**src/rtl/matrix_mult_pkg.sv**
```systemverilog
// matrix_mult_pkg: shared types, sizing helpers and saturation bounds for
// matrix_mult_stream and its MAC unit.
//   state_e      - job FSM states
//   acc_w()      - accumulator width that cannot overflow for a MAX_DIM dot product
//   dim_w()      - width of a dimension field (must hold MAX_DIM itself)
//   sat_hi/lo()  - clamp bounds for a DW-bit result, signed or unsigned
package matrix_mult_pkg;

  typedef enum logic [2:0] {
    IDLE,
    LOAD_A,
    LOAD_B,
    COMPUTE,
    DRAIN
  } state_e;

  function automatic int acc_w(input int dw, input int max_dim);
    return 2*dw + $clog2(max_dim);
  endfunction

  function automatic int dim_w(input int max_dim);
    return $clog2(max_dim) + 1;
  endfunction

  localparam int DIM_W_DEFAULT = dim_w(8);

  function automatic longint sat_hi(input int dw, input bit sgn);
    if (sgn) return (longint'(1) << (dw-1)) - 1;
    return (longint'(1) << dw) - 1;
  endfunction

  function automatic longint sat_lo(input int dw, input bit sgn);
    if (sgn) return -(longint'(1) << (dw-1));
    return 0;
  endfunction

endpackage

```
**src/rtl/matrix_mult_stream_mac_unit.sv**
```systemverilog
// mac_unit: multiply-accumulate with synchronous clear and enable.
//   clk_i, reset_i  - clock, synchronous active-high reset
//   clr_i           - load accumulator with zero (wins over en_i)
//   en_i            - add a_i*b_i to the accumulator
//   a_i, b_i        - DW-bit operands (two's complement when SIGNED)
//   acc_o           - ACC_W-bit accumulator register
module mac_unit #(
  parameter int DW     = 8,
  parameter int ACC_W  = 19,
  parameter int SIGNED = 1
) (
  input  logic             clk_i,
  input  logic             reset_i,
  input  logic             clr_i,
  input  logic             en_i,
  input  logic [DW-1:0]    a_i,
  input  logic [DW-1:0]    b_i,
  output logic [ACC_W-1:0] acc_o
);

  logic [ACC_W-1:0] a_x, b_x, prod;
  logic [ACC_W-1:0] acc_q;

  // Extending to ACC_W before multiplying keeps the low ACC_W product bits
  // exact for both signed and unsigned operands.
  always_comb begin
    if (SIGNED != 0) begin
      a_x = {{(ACC_W-DW){a_i[DW-1]}}, a_i};
      b_x = {{(ACC_W-DW){b_i[DW-1]}}, b_i};
    end else begin
      a_x = {{(ACC_W-DW){1'b0}}, a_i};
      b_x = {{(ACC_W-DW){1'b0}}, b_i};
    end
    prod = a_x * b_x;
  end

  always_ff @(posedge clk_i) begin
    if (reset_i)   acc_q <= '0;
    else if (clr_i) acc_q <= '0;
    else if (en_i)  acc_q <= acc_q + prod;
  end

  assign acc_o = acc_q;

endmodule

```
**src/rtl/matrix_mult_stream.sv**
```systemverilog
// matrix_mult_stream: runtime-sized C = A x B (A is MxK, B is KxN).
// Operands stream in row-major (all of A, then all of B) over in_*; one MAC
// fills C row-major; C streams out over out_* after shift and saturation.
//   clk_i, reset_i            - clock, synchronous active-high reset
//   start_i                   - begin job (only looked at in IDLE)
//   dim_m_i/dim_k_i/dim_n_i   - job dimensions, 1..MAX_DIM
//   shift_i, sat_en_i         - post-process controls, latched at start
//   in_valid_i/in_ready_o/in_data_i    - operand stream
//   out_valid_o/out_ready_i/out_data_o - result stream
//   busy_o                    - not IDLE
//   done_o                    - pulse after last result handshake
//   err_o                     - pulse on start with an illegal dimension
module matrix_mult_stream
  import matrix_mult_pkg::*;
#(
  parameter int DW      = 8,
  parameter int MAX_DIM = 8,
  parameter int SIGNED  = 1,
  parameter int SHW     = 4
) (
  input  logic                     clk_i,
  input  logic                     reset_i,
  input  logic                     start_i,
  input  logic [$clog2(MAX_DIM):0] dim_m_i,
  input  logic [$clog2(MAX_DIM):0] dim_k_i,
  input  logic [$clog2(MAX_DIM):0] dim_n_i,
  input  logic [SHW-1:0]           shift_i,
  input  logic                     sat_en_i,
  input  logic                     in_valid_i,
  output logic                     in_ready_o,
  input  logic [DW-1:0]            in_data_i,
  output logic                     out_valid_o,
  input  logic                     out_ready_i,
  output logic [DW-1:0]            out_data_o,
  output logic                     busy_o,
  output logic                     done_o,
  output logic                     err_o
);

  localparam int DIM_W = dim_w(MAX_DIM);
  localparam int ACC_W = acc_w(DW, MAX_DIM);
  localparam int DEPTH = MAX_DIM * MAX_DIM;
  localparam int AW    = (DEPTH > 1) ? $clog2(DEPTH) : 1;
  localparam int XW    = 2 * DIM_W;  // width for products of two dims
  localparam logic [DIM_W-1:0]  D1   = DIM_W'(1);
  localparam logic [XW-1:0]     X1   = XW'(1);
  localparam logic [DIM_W-1:0]  DMAX = DIM_W'(MAX_DIM);
  localparam logic signed [63:0] SAT_HI = sat_hi(DW, SIGNED != 0);
  localparam logic signed [63:0] SAT_LO = sat_lo(DW, SIGNED != 0);

  function automatic logic [XW-1:0] zx(input logic [DIM_W-1:0] v);
    return {{DIM_W{1'b0}}, v};
  endfunction

  state_e             state_q;
  logic [DIM_W-1:0]   m_q, k_q, n_q;
  logic [SHW-1:0]     shift_q;
  logic               sat_q;
  logic [XW-1:0]      cnt_q;          // load word index, then drain read pointer
  logic [DIM_W-1:0]   ci_q, cj_q, ph_q;
  logic               out_valid_q;
  logic [DW-1:0]      out_data_q;
  logic               done_q, err_q;

  logic [DW-1:0] mem_a [DEPTH];
  logic [DW-1:0] mem_b [DEPTH];
  logic [DW-1:0] mem_c [DEPTH];
  logic [DW-1:0] a_rd_q, b_rd_q;

  logic [XW-1:0]    mk_w, kn_w, mn_w;
  logic [AW-1:0]    a_ra, b_ra, c_wa;
  logic             in_fire, last_in, dims_bad;
  logic             in_comp, mac_clr, mac_en, c_we, elem_end;
  logic [ACC_W-1:0] acc_val, sh_val;
  logic signed [63:0] sh64;
  logic [DW-1:0]    res_w;

  assign mk_w = zx(m_q) * zx(k_q);
  assign kn_w = zx(k_q) * zx(n_q);
  assign mn_w = zx(m_q) * zx(n_q);

  // Phase ph_q of element (ci,cj) reads A[ci][ph] and B[ph][cj]; reads past
  // k are harmless since the MAC ignores them.
  assign a_ra = AW'(zx(ci_q) * zx(k_q) + zx(ph_q));
  assign b_ra = AW'(zx(ph_q) * zx(n_q) + zx(cj_q));
  assign c_wa = AW'(zx(ci_q) * zx(n_q) + zx(cj_q));

  assign in_ready_o = (state_q == LOAD_A) || (state_q == LOAD_B);
  assign in_fire    = in_valid_i && in_ready_o;
  assign last_in    = (state_q == LOAD_A) ? (cnt_q == mk_w - X1) : (cnt_q == kn_w - X1);

  assign dims_bad = (dim_m_i == '0) || (dim_k_i == '0) || (dim_n_i == '0) ||
                    (dim_m_i > DMAX) || (dim_k_i > DMAX) || (dim_n_i > DMAX);

  // Element schedule: phase 0 clears, phases 1..k accumulate the product of
  // the operands read one phase earlier, phase k+1 writes the result.
  assign in_comp  = (state_q == COMPUTE);
  assign elem_end = (ph_q == k_q + D1);
  assign mac_clr  = in_comp && (ph_q == '0);
  assign mac_en   = in_comp && (ph_q != '0) && (ph_q <= k_q);
  assign c_we     = in_comp && elem_end;

  mac_unit #(
    .DW     (DW),
    .ACC_W  (ACC_W),
    .SIGNED (SIGNED)
  ) u_mac (
    .clk_i   (clk_i),
    .reset_i (reset_i),
    .clr_i   (mac_clr),
    .en_i    (mac_en),
    .a_i     (a_rd_q),
    .b_i     (b_rd_q),
    .acc_o   (acc_val)
  );

  // Shift (arithmetic when signed, i.e. floor), then clamp or truncate.
  always_comb begin
    if (SIGNED != 0) begin
      sh_val = $unsigned($signed(acc_val) >>> shift_q);
      sh64   = {{(64-ACC_W){sh_val[ACC_W-1]}}, sh_val};
    end else begin
      sh_val = acc_val >> shift_q;
      sh64   = {{(64-ACC_W){1'b0}}, sh_val};
    end
    res_w = sh_val[DW-1:0];
    if (sat_q) begin
      if (sh64 > SAT_HI)      res_w = SAT_HI[DW-1:0];
      else if (sh64 < SAT_LO) res_w = SAT_LO[DW-1:0];
    end
  end

  // Memories: contents survive reset.
  always_ff @(posedge clk_i) begin
    if (in_fire && (state_q == LOAD_A)) mem_a[cnt_q[AW-1:0]] <= in_data_i;
    if (in_fire && (state_q == LOAD_B)) mem_b[cnt_q[AW-1:0]] <= in_data_i;
    if (c_we) mem_c[c_wa] <= res_w;
    a_rd_q <= mem_a[a_ra];
    b_rd_q <= mem_b[b_ra];
  end

  always_ff @(posedge clk_i) begin
    if (reset_i) begin
      state_q     <= IDLE;
      m_q         <= '0;
      k_q         <= '0;
      n_q         <= '0;
      shift_q     <= '0;
      sat_q       <= 1'b0;
      cnt_q       <= '0;
      ci_q        <= '0;
      cj_q        <= '0;
      ph_q        <= '0;
      out_valid_q <= 1'b0;
      out_data_q  <= '0;
      done_q      <= 1'b0;
      err_q       <= 1'b0;
    end else begin
      done_q <= 1'b0;
      err_q  <= 1'b0;
      case (state_q)
        IDLE: begin
          if (start_i) begin
            if (dims_bad) begin
              err_q <= 1'b1;
            end else begin
              m_q     <= dim_m_i;
              k_q     <= dim_k_i;
              n_q     <= dim_n_i;
              shift_q <= shift_i;
              sat_q   <= sat_en_i;
              cnt_q   <= '0;
              state_q <= LOAD_A;
            end
          end
        end
        LOAD_A, LOAD_B: begin
          if (in_fire) begin
            if (last_in) begin
              cnt_q <= '0;
              if (state_q == LOAD_A) begin
                state_q <= LOAD_B;
              end else begin
                ci_q    <= '0;
                cj_q    <= '0;
                ph_q    <= '0;
                state_q <= COMPUTE;
              end
            end else begin
              cnt_q <= cnt_q + X1;
            end
          end
        end
        COMPUTE: begin
          if (elem_end) begin
            ph_q <= '0;
            if (cj_q == n_q - D1) begin
              cj_q <= '0;
              if (ci_q == m_q - D1) begin
                cnt_q   <= '0;
                state_q <= DRAIN;
              end else begin
                ci_q <= ci_q + D1;
              end
            end else begin
              cj_q <= cj_q + D1;
            end
          end else begin
            ph_q <= ph_q + D1;
          end
        end
        DRAIN: begin
          // cnt_q is the next word to fetch; once it reaches m*n the word on
          // the output is the last one.
          if (out_valid_q && out_ready_i && (cnt_q == mn_w)) begin
            out_valid_q <= 1'b0;
            done_q      <= 1'b1;
            state_q     <= IDLE;
          end else if ((!out_valid_q || out_ready_i) && (cnt_q != mn_w)) begin
            out_data_q  <= mem_c[cnt_q[AW-1:0]];
            out_valid_q <= 1'b1;
            cnt_q       <= cnt_q + X1;
          end
        end
        default: state_q <= IDLE;
      endcase
    end
  end

  assign out_valid_o = out_valid_q;
  assign out_data_o  = out_data_q;
  assign busy_o      = (state_q != IDLE);
  assign done_o      = done_q;
  assign err_o       = err_q;

endmodule
```
**config.mk**
```make
export PLATFORM = sky130hd
export DESIGN_NAME = matrix_mult_stream
export DESIGN_NICKNAME = d
export VERILOG_FILES = /design/src/rtl/matrix_mult_pkg.sv /design/src/rtl/matrix_mult_stream_mac_unit.sv /design/src/rtl/matrix_mult_stream.sv
export SDC_FILE = /design/constraint.sdc
export NUM_CORES = 2
export LEC_CHECK = 0
export CAP_MARGIN = 30
export CORE_MARGIN = 2
export CORE_UTILIZATION = 65
export CTS_CLUSTER_SIZE = 25
export DETAILED_ROUTE_END_ITERATION = 6
export PLACE_DENSITY = 0.82
export SLEW_MARGIN = 20
export SYNTH_ARGS = -nofsm -noshare
export SYNTH_HDL_FRONTEND = slang
export SYNTH_SLANG_ARGS = --single-unit
```
**constraint.sdc**
```tcl
create_clock -name clk_i -period 10.5 [get_ports clk_i]
set_clock_uncertainty 0.2 [all_clocks]
set_input_delay 1.575 -clock clk_i [delete_from_list [all_inputs] [get_ports clk_i]]
set_output_delay 1.575 -clock clk_i [all_outputs]
set_load 0.05 [all_outputs]
```
# Word level (Yosys, flattened, before mapping)
# Memories as Yosys holds them, arrays and structs flattened. A register that Yosys moved wholly into a read port is not among the register bits.
# Cells that the tools add are included.
# W data, S select, Z words.
[word_totals]
mem_count = 3
ram_bits = 1536
input_bits = 30
wordCells = 158
output_inout_bits = 13
regBits = 62
[memory_table]
columns = ["memory", "depth", "word_bits", "rd", "rd_ports_with_merged_regs", "write_ports", "line", "rtl"]
rows = [
  ["mem_a", 64, 8, 1, 1, 1, "matrix_mult_stream.sv:65", "logic [DW-1:0] mem_a [DEPTH];"],
  ["mem_b", 64, 8, 1, 1, 1, "matrix_mult_stream.sv:66", "logic [DW-1:0] mem_b [DEPTH];"],
  ["mem_c", 64, 8, 1, 1, 1, "matrix_mult_stream.sv:67", "logic [DW-1:0] mem_c [DEPTH];"],
]
[op_classes]
magnitude_cmp = 6
multipliers = 7
addsub = 13
n_eq_ne = 23
n_shift = 1
bitwise = 5
mux = 46
reduce_logical = 40
[op_table]
columns = ["op", "n"]
rows = [
  ["$mux W8", 12],
  ["$mux W4", 9],
  ["$pmux W8 S4", 1],
  ["$eq A8 B8 Y1", 3],
  ["$mul A4 B4 Y8", 3],
  ["$mux W3", 8],
  ["$pmux W4 S2", 3],
  ["$add A19 B19 Y19", 1],
  ["$gt A19 B8 Y1 const B", 1],
  ["$lt A19 B8 Y1 const B", 1],
  ["$sshr A19 B4 Y19", 1],
  ["$add A6 B4 Y6", 3],
  ["$mul A4 B4 Y6", 3],
  ["$ne A2 B2 Y1 const B", 9],
  ["$add A4 B1 Y4 const B", 4],
  ["$logic_not A4 Y1", 4],
  ["$mul A8 B8 Y16", 1],
  ["$sub A8 B1 Y8 const B", 2],
  ["$eq A4 B4 Y1", 3],
  ["$gt A4 B4 Y1 const B", 3],
  ["$mux W1", 12],
  ["$pmux W3 S4", 1],
  ["$logic_and A1 B1 Y1", 10],
  ["$reduce_and A9 Y1", 1],
  ["other kinds (23)", 42],
]

# Depth between registers and ports, before layout
[depth]
depth_word = 9
mapped_depth = 25
ltp_nobuf = 25

# Hierarchy
# Synthesis repeated with hierarchy kept, for this count alone.
[hier_totals]
cells_unflattened = 3957
hier_area_um2 = 69409.1
[modules_own_cells]
columns = ["module", "seq_area_each_um2", "area_each_um2", "instances", "cells_per_inst"]
rows = [
  ["matrix_mult_stream", 47465.5, 65325.2, 1, 3495],
  ["mac_unit", 380.4, 4083.9, 1, 462],
]

# Worst setup path after synthesis
# No wires, ideal clock.
[synth_path]
kind = "register -> register"
start = "register b_rd_q[2] (read register of mem_b)"
end = "register u_mac.acc_q[18] (netlist: u_mac.acc_o[18])"
path_stages_with_launch = 25
t_arrival_ns = 5.647
setup_ns = 0.072
setup_slack_ns = 4.582
n_path_buf = 0
required_ns = 10.228
synth_period_minus_slack_ns = 5.918
cell_sequence = "dfxtp_1 > and2_1 > fa_1 > inv_1 > fa_1 > inv_1 > fa_1 > inv_1 > fa_1 > inv_1 > ha_1 > o21ai_0 > nor2_1 > o41ai_1 > o21ai_0 > xor2_1 > ha_1 > a21o_1 > a21oi_1 > a21boi_0 > o31ai_1 > a2111oi_0 > o22ai_1 > a21oi_1 > mux2i_1"
[synth_via]
elab_chain_len = 2
[synth_lines]
columns = ["item", "line", "rtl"]
rows = [
  ["from (decl)", "matrix_mult_stream.sv:68", "logic [DW-1:0] a_rd_q, b_rd_q;"],
  ["$mul A8 B8 Y16", "matrix_mult_stream_mac_unit.sv:34", "prod = a_x * b_x;"],
  ["$add A19 B19 Y19", "matrix_mult_stream_mac_unit.sv:40", "else if (en_i) acc_q <= acc_q + prod;"],
  ["to (signal assigned)", "matrix_mult_stream_mac_unit.sv:40", ""],
  ["to (decl)", "matrix_mult_stream_mac_unit.sv:22", "logic [ACC_W-1:0] acc_q;"],
]
# Every way passes these cells.
# A chain may end at the register's enable or synchronous reset.

# Worst setup path in the final report
[layout_path]
start = "register b_rd_q[3] (read register of mem_b)"
end = "register u_mac.acc_q[18] (netlist: u_mac.acc_o[18])"
# The elaborated chain is that of the path after synthesis.

==> flow_metrics.tcl <==
set metrics [dict create \
    crit_fanout 8 \
    tightest_slew_ns 1.043 \
    ir_worst_vdd_uv 150.3 \
    arrival_ns 7.07 \
    r2r_end "u_mac.acc_o[18]" \
    p_comb_share_pct 10.6 \
    crit_path_end_kind "flip-flop" \
    path_clk_slew_ns 0.07 \
    ctsHtreeMaxLevel 4 \
    status "finished clean" \
    hold_start "u_mac.acc_o[0]" \
    drive_gt1_share_pct 16.18 \
    max_freq_mhz 151.8 \
    finalHoldViolCount 0 \
    cts_setup_buffers 0 \
    die_h_microns 330.2 \
    final_cell_mix "edfxtp_1 (1536), mux4_2 (339), nor2_1 (297)" \
    cp.required_ns 10.98 \
    routed_wl_microns 174800 \
    vias 38940 \
    port_buffers 42 \
    antenna_found_initial 5 \
    wl_met1_microns 60540 \
    num_rows 119 \
    tritoncts "built" \
    root_buffer "clkbuf_16" \
    grt_pass1_vias 38770 \
    hpwl_microns 98970 \
    holdBufCountCts 0 \
    initial_utilization_pct 65.61 \
    setup_viol 0 \
    grt_usage_pct 32.72 \
    routedWlPerCell_microns 31.54 \
    drv_cap 0 \
    power_density_nw_per_um2 185.0 \
    drt-initial-drc-count 6050 \
    ys_ff_latch 1622 \
    netlist_instances 3971 \
    synthArstFlopShare_pct 0 \
    wl_met2_microns 87750 \
    synth.avg_cell_area_sq_um 17.42 \
    timing.final.ws_setup_ns 3.911 \
    highest-signal-layer "met5" \
    finalNetCount 4280 \
    die_area_sq_um 109000 \
    internal_power_mw 10.65 \
    rr_startpoint "b_rd_q[3]" \
    synth_cell_types 79 \
    pwr-share-seq_pct 50.5 \
    synthFlopType "edfxtp_1" \
    cts-resized-gates 0 \
    core_sq_um 105400 \
    diodes 0 \
    p_total_mw 14.10 \
    grt_pass1_wl_microns 258400 \
    hp-class "reg2reg" \
    final_common_cell "edfxtp_1" \
    rrSetupSlack_ns 3.91 \
    met3_length_microns 18730 \
    cts_sinks 1622 \
    synth.net_count 4226 \
    synth_edf_count 1536 \
    dr.pass1.iters 6 \
    rsz0062_at_grt "no" \
    drc 0 \
    clock_power_share_pct 38.9 \
    period_needed_ns 6.589 \
    dpl_cell_area_sq_um 71080 \
    finalMaxSlewViolations 0 \
    period_share_pct 62.75 \
    crit_type "reg2reg" \
    vias_per_cell 7.024 \
    setup_tns_ns 0 \
    slew-limit-headroom_pct 30.23 \
    syn2layout_area_growth_pct 10.17 \
    syn-cell-area_sq_um 69160 \
    die_w_microns 330.2 \
    cp-start-kind "flip-flop" \
    cts_buffer_depth 3 \
    ys.warnings.count 0 \
    min_to "u_mac.acc_o[0]" \
    worstHoldPathCells 2 \
    switching_share_pct 24.41 \
    grt_start_max_net_pins 108 \
    leakagePower_nw 24.59 \
    gp_congestion 0.8378 \
    rr_worst_depth 24 \
    cts_made_buffers 153 \
    post-place-ws_ns 4.054 \
    ys_seq_area_share_pct 69.18 \
    clk_latency_ns 0.79 \
    p_sw_mw 3.441 \
    final_area_sq_um 76200 \
    overflow 0 \
    io-pin-count 43 \
    ant_nets 0 \
]
## synth_stat cells (24+ instances only)
master | number | area (sq um)
a22o_1 | 66 | 578.1
nor2_1 | 299 | 1122
a22oi_1 | 128 | 960.9
dfxtp_1 | 86 | 1722
buf_1 | 45 | 168.9
xnor2_1 | 56 | 490.5
clkbuf_1 | 142 | 533.0
nor3_1 | 29 | 145.1
fa_1 | 88 | 1762
a221oi_1 | 67 | 586.8
xor2_1 | 39 | 341.6
nand3_1 | 24 | 120.1
nand2_1 | 127 | 476.7
inv_1 | 185 | 694.4
edfxtp_1 | 1536 | 46120
a31oi_1 | 71 | 444.2
mux4_2 | 339 | 7635
ha_1 | 137 | 1714
nor2b_1 | 25 | 156.4
a21oi_1 | 66 | 330.3
a21o_1 | 28 | 210.2
o21ai_0 | 38 | 190.2
and2_1 | 96 | 600.6
mux2i_1 | 46 | 460.4
## power by group through the flow
stage	Combinational, mW	Sequential [mW]	Clock (mW)
CTS	1.48	7.12	5.51
finish	1.49	7.12	5.49
global route	1.65	7.12	5.72
floorplan	1.07	7.24	0
global placement	1.41	7.25	0
detailed placement	1.46	7.25	0
## metal layers
layer  track usage (%)  up-vias
met1             43.82    19720
met5                 0        -
met2             54.09     2841
li1                  -    15840
met3             6.239      535
met4             12.53        6
## sequential cells by signal, summed over array words and instances, names as in the netlist, 8 cells and up
| register | flops |
|---|---|
| out_data_o | 8 |
| b_rd_q | 8 |
| mem_b | 512 |
| a_rd_q | 8 |
| mem_a | 512 |
| cnt_q | 8 |
| u_mac.acc_o | 19 |
| mem_c | 512 |
## worst max-delay path, cell delays in order (launching register included)
cell and delay [ns]:
dfxtp_1 0.42, and2_1 0.23, fa_1 0.50, inv_1 0.06, fa_1 0.53, inv_1 0.06, fa_1 0.47, inv_1 0.05
fa_1 0.47, inv_1 0.04, ha_1 0.30, o21ai_0 0.08, nor2_1 0.09, o41ai_1 0.43, o21ai_0 0.17, xor2_1 0.17
ha_1 0.35, a21o_1 0.18, a21oi_1 0.18, a21boi_0 0.30, o31ai_1 0.15, a2111oi_0 0.55, o22ai_1 0.17, a21oi_1 0.18
mux2i_1 0.19
## worst max path at each step
stage	start	end	slack, ns	cells past startpoint
floorplan	b_rd_q[2]	u_mac.acc_o[18]	4.58	24
global placement	b_rd_q[2]	u_mac.acc_o[18]	4.04	24
detailed placement	b_rd_q[2]	u_mac.acc_o[18]	4.05	24
CTS	b_rd_q[2]	u_mac.acc_o[18]	3.99	24
global route	b_rd_q[2]	u_mac.acc_o[18]	3.43	24
finish	b_rd_q[3]	u_mac.acc_o[18]	3.91	24
## cells by family (layout without fill, tap and decap cells)
kind of cell	after synthesis	after routing	share of synthesized area, %
DFF	1622	1622	69.18
AOI/OAI and AO/OA	559	559	5.932
xor gates and xnor gates	95	95	1.203
muxes	391	391	11.80
adders and majority gates	225	225	5.026
buffers and inverters	393	575	2.169
and+or+nand+nor	686	686	4.686
## metrics by stage
stage | util, % | hold WS, ns | cells
5_1_grt | 72.28 | 0.3167 | 5544
2_1_floorplan | - | 0.2530 | 3971
4_1_cts | 72.08 | 0.2793 | 5535
3_5_place_dp | 67.43 | 0.2708 | 5252
3_3_place_gp | 67.35 | 0.2655 | 5248
6_report | 72.28 | 0.2792 | 5544
## layout make-up
class,instances,area (sq um)
clock buffer,195,4049
timing repair buffer,104,1052
fill,5860,29220
sequential,1622,47850
inverter,188,705.7
clock inverter,88,860.8
tap,1391,1740
multi-input combinational,1956,19940
(Power assumes the default switching activity.)
